**src/rtl/sat_counter.sv**
```systemverilog
// Up-counter that sticks at all-ones instead of wrapping.
module sat_counter #(
   parameter int W = 8
) (
   input  logic         clk,
   input  logic         rst_n,
   input  logic         inc,
   input  logic         reset,
   output logic [W-1:0] count
);

   logic [W-1:0] r_count;

   always_ff @(posedge clk or negedge rst_n) begin
      if (!rst_n) begin
         r_count <= '0;
      end else if (reset) begin
         r_count <= '0;
      end else if (inc && (r_count != {W{1'b1}})) begin
         r_count <= r_count + 1'b1;
      end
   end

   assign count = r_count;

endmodule

```
**config.mk**
```make
export PLATFORM = sky130hd
export DESIGN_NAME = sat_counter
export DESIGN_NICKNAME = d
export VERILOG_FILES = /design/src/rtl/sat_counter.sv
export SDC_FILE = /design/constraint.sdc
export NUM_CORES = 1
export LEC_CHECK = 0
export CORE_AREA = 2 2 39 41
export DETAILED_ROUTE_END_ITERATION = 16
export DIE_AREA = 0 0 41 43
export PLACE_DENSITY = 0.7
export SYNTH_ARGS = -nofsm -noshare
export SYNTH_HDL_FRONTEND = slang
export SYNTH_SLANG_ARGS = --single-unit
```
**constraint.sdc**
```tcl
create_clock -name clk -period 2.2 [get_ports clk]
set_input_delay 0.44 -clock clk [delete_from_list [all_inputs] [get_ports clk]]
set_output_delay 0.44 -clock clk [all_outputs]
set_load 0.01 [all_outputs]
```
* Word-level counts from Yosys, hierarchy flattened
Index checks and enable logic that the tools add are counted.
Word-level totals: register bits after elaboration 8, input bits 4
Operators by class: muxes and demuxes 2, equality and inequality tests 1, reductions and logical operators 2, $add $sub $neg 1
Operators by type and width (count):
- two-way mux 8 bit | 2
- adder 8 x 1 -> 8 bit, second input constant | 1
- != test 8 bit, second input constant | 1
- nonzero test 2 bit | 1
- logical AND 1 bit | 1

* Longest topological paths before layout
depth after elaboration 4, depth in mapped cells 4

* Worst setup path after synthesis
OpenSTA, ideal clock, no wires.
path kind reg2reg, start reg r_count[0], in the netlist count[0], end reg r_count[0], in the netlist count[0], required time 2075 ps, stages on the path, launching flop included 5, setup slack 566 ps, arrival 1509 ps, period minus slack after synthesis 1634 ps, buffers on the path 0, path through dfrtp_1 > ha_1 > and4_2 > a21boi_1 > mux2_2
Between the ends: word-level cells in the longest chain between the ends 3, elaborated cells between the ends (all ways) 6
RTL lines:
- start, declared | line 12 | logic [W-1:0] r_count;
- start signal, assigned | line 20 | r_count <= r_count + 1'b1;
- adder 8 x 1 -> 8 bit or != test 8 bit (tied branches) | line 20, 19
- two-way mux 8 bit or logical AND 1 bit (tied branches) | line 19 | end else if (inc && (r_count != {W{1'b1}})) begin
- two-way mux 8 bit or nonzero test 2 bit (tied branches)
Several ways; a longest one is shown, not always the timed one. The select of a mux whose other input is x is not followed. A chain may end at the register's enable or synchronous reset.

* Worst setup path in the final report
Ends and elaborated chain as after synthesis.

==> flow_summary.ini <==
[final_layout]
seqCellArea_um2 = 200
final_nets = 68
finalNonFillerCells = 77
diodes = 0
syn_to_final_growth_pct = 31.0
multi_input_area_um2 = 248
drive_gt1_share_pct = 11.5
final.fill_count = 139
largest_reg_flops = 8

[floorplan]
io-pin-count = 12
fp.dieH_um = 43
dieWidth_um = 41
core-area_um2 = 1380
num_rows = 14
dieArea_um2 = 1760
start_util_pct = 33.5

[synth]
synth_area_leaders = dfrtp_1, mux2_2, nor3_1
ys.flop_type = dfrtp_1
syn_area_um2 = 464
ys_top_cells_by_count = dfrtp_1, nor3_1, a21oi_1, nand2b_1, nor2b_1
syn_area_per_cell_um2 = 9.47
ys_warn_count = 0
ys_types = 28
synth-async-reset-ratio_pct = 100
synth_top_cell_by_area = dfrtp_1
synth_edf_count = 0
syn_nets = 54
seq_area_frac_synth_pct = 43.1
synth_top_area_share_pct = 43.1
synth_seq_cells = 8
netlist_instances = 49
synthMostInstantiatedCell = dfrtp_1

[job]
drv_cap = 0

[detailed_routing]
dr.pass1.iters = 4
drt-total-wl_um = 960
postRouteAntennaNets = 0
wl_per_cell_um = 12.5
route.detailed.drc = 0
drt_iter0_markers = 18
vias = 413
via_per_inst = 5.36

[setup_path]
path_cells = ha_1 -> and4_2 -> a21boi_1 -> mux2_2
crit_buf_inv = 0
end_kind = flop
max_stage_delay_ns = 0.43
critPathArrivalTime_ns = 1.88
critPathTopFamily = flip-flops
startpoint = count[0]
crit_path_max_fanout = 7
crit_path_start_kind = flop
worstReg2RegStart = count[0]
cp_slowest_cell = dfrtp_1
crit_type = flop to flop
required_ns = 2.35

[clocking]
clockRootBuffer = clkbuf_4
hold_buffers = 0
path_clk_slew_ns = 0.06
htreeDepth = 1
cts_tree = built
clk_path_buf_depth = 2
cts.sinks = 8
cts_resized = 0
clk_latency_ns = 0.26
post_cts_buffers = 0
cts_buffers = 3

[place]
hpwl_um = 681
placedCellCount = 74
gp_congestion = 0.725
portBuffers = 11

[pwr]
p_per_area_nw_per_um2 = 509
peakVddDrop_mv = 0.247
total_leakage_power_nw = 0.238

[global_route]
grt_max_degree = 12
gr-total-overflow = 0
grt_pass1_wl_um = 1540
antenna_found_initial = 0
grtUsageTotal_pct = 13.1
grt_pass1_vias = 345

[min_path]
hold_class = input port to asynchronous set/reset pin

[timing]
setup_viol = 0
tns_ns = 0
fin_crit_ns = 1.73
grt_setup_unrepaired = no
slew_violations = 0
timing.final.crit_share_pct = 78.6
worstMarginPinSlew_ns = 0.360
slew_headroom_pct = 75.4
fin_skew_ns = 0.00883
hold_viol_final = 0
fmax_mhz = 578

[status]
status = finished, final reports clean
power breakdown:
| part | internal [W] | switching, W | leakage [nW] |
|---|---|---|---|
| Sequential | 0.000151 | 0.00000516 | 0.110 |
| Combinational | 0.0000176 | 0.0000158 | 0.114 |
| Clock | 0.0000629 | 0.0000575 | 0.0138 |
per-stage QoR:
| step | total power, W | util, % | instance area (um^2) | setup slack (ns) | hold WS, ns |
|---|---|---|---|---|---|
| 6_report | 0.000310 | 43.9 | 608 | 0.471 | 0.459 |
| 5_1_grt | 0.000322 | 43.9 | 608 | 0.364 | 0.491 |
| 4_1_cts | 0.000309 | 43.9 | 608 | 0.471 | 0.465 |
| 3_5_place_dp | 0.000192 | 42.3 | 586 | 0.301 | 0.582 |
| 3_3_place_gp | 0.000192 | 42.3 | 586 | 0.340 | 0.566 |
| 2_1_floorplan | 0.000174 | - | 464 | 0.566 | 0.144 |
layout make-up:
class                           instances  area share [%]
Sequential cell                         8            32.9
Tap cell                               16            3.29
Multi-Input combinational cell         37            40.7
Clock buffer                            3            3.70
Timing Repair Buffer                   11            18.1
Inverter                                2            1.23
metal layers:
metal,part of all wire (%),global-route usage [%],vias up
li1,-,-,209
met1,47,18.1,190
met2,46,17.8,12
met3,5.4,3.14,2
met4,0.83,8.00,0
met5,0,0,-
worst paths after layout:
check | end | slack [ns] | cells after the start
setup / recovery | count[0] | 0.47 | 4
max in group asynchronous | count[1] | 1.46 | 1
hold / removal | count[4] | 0.46 | 1
min in group clk | count[7] | 0.58 | 2
hold reg to reg | count[7] | 0.58 | 2
setup reg to reg | count[0] | 0.47 | 4
worst reg2reg max path, cell delays in order (launching register included):
cell and delay [ns]:
dfrtp_1 0.43, ha_1 0.30, and4_2 0.29, a21boi_1 0.24
mux2_2 0.37
cells in the final DEF, fill, tap and decap left out, drive strengths merged, types with 2 or more instances in the layout:
cell type / n
nor3: 4
nor2b: 3
nand2b: 3
nand3: 3
nand2: 2
mux2: 2
dfrtp: 8
clkdlybuf4s50: 11
and4: 2
nor2: 2
a21oi: 3
inv: 2
clkbuf: 3
logic make-up (layout without fill, tap and decap cells):
logic type,count (synthesis),in the layout,share of synthesized area (%)
and+or+nand+nor,24,24,31.0
AOI/OAI and AO/OA,9,9,12.7
DFF,8,8,43.1
buffers and inverters,4,16,3.50
muxes,3,3,7.01
adders and majority gates,1,1,2.69
Note: power is estimated with default switching activity, not from simulation.
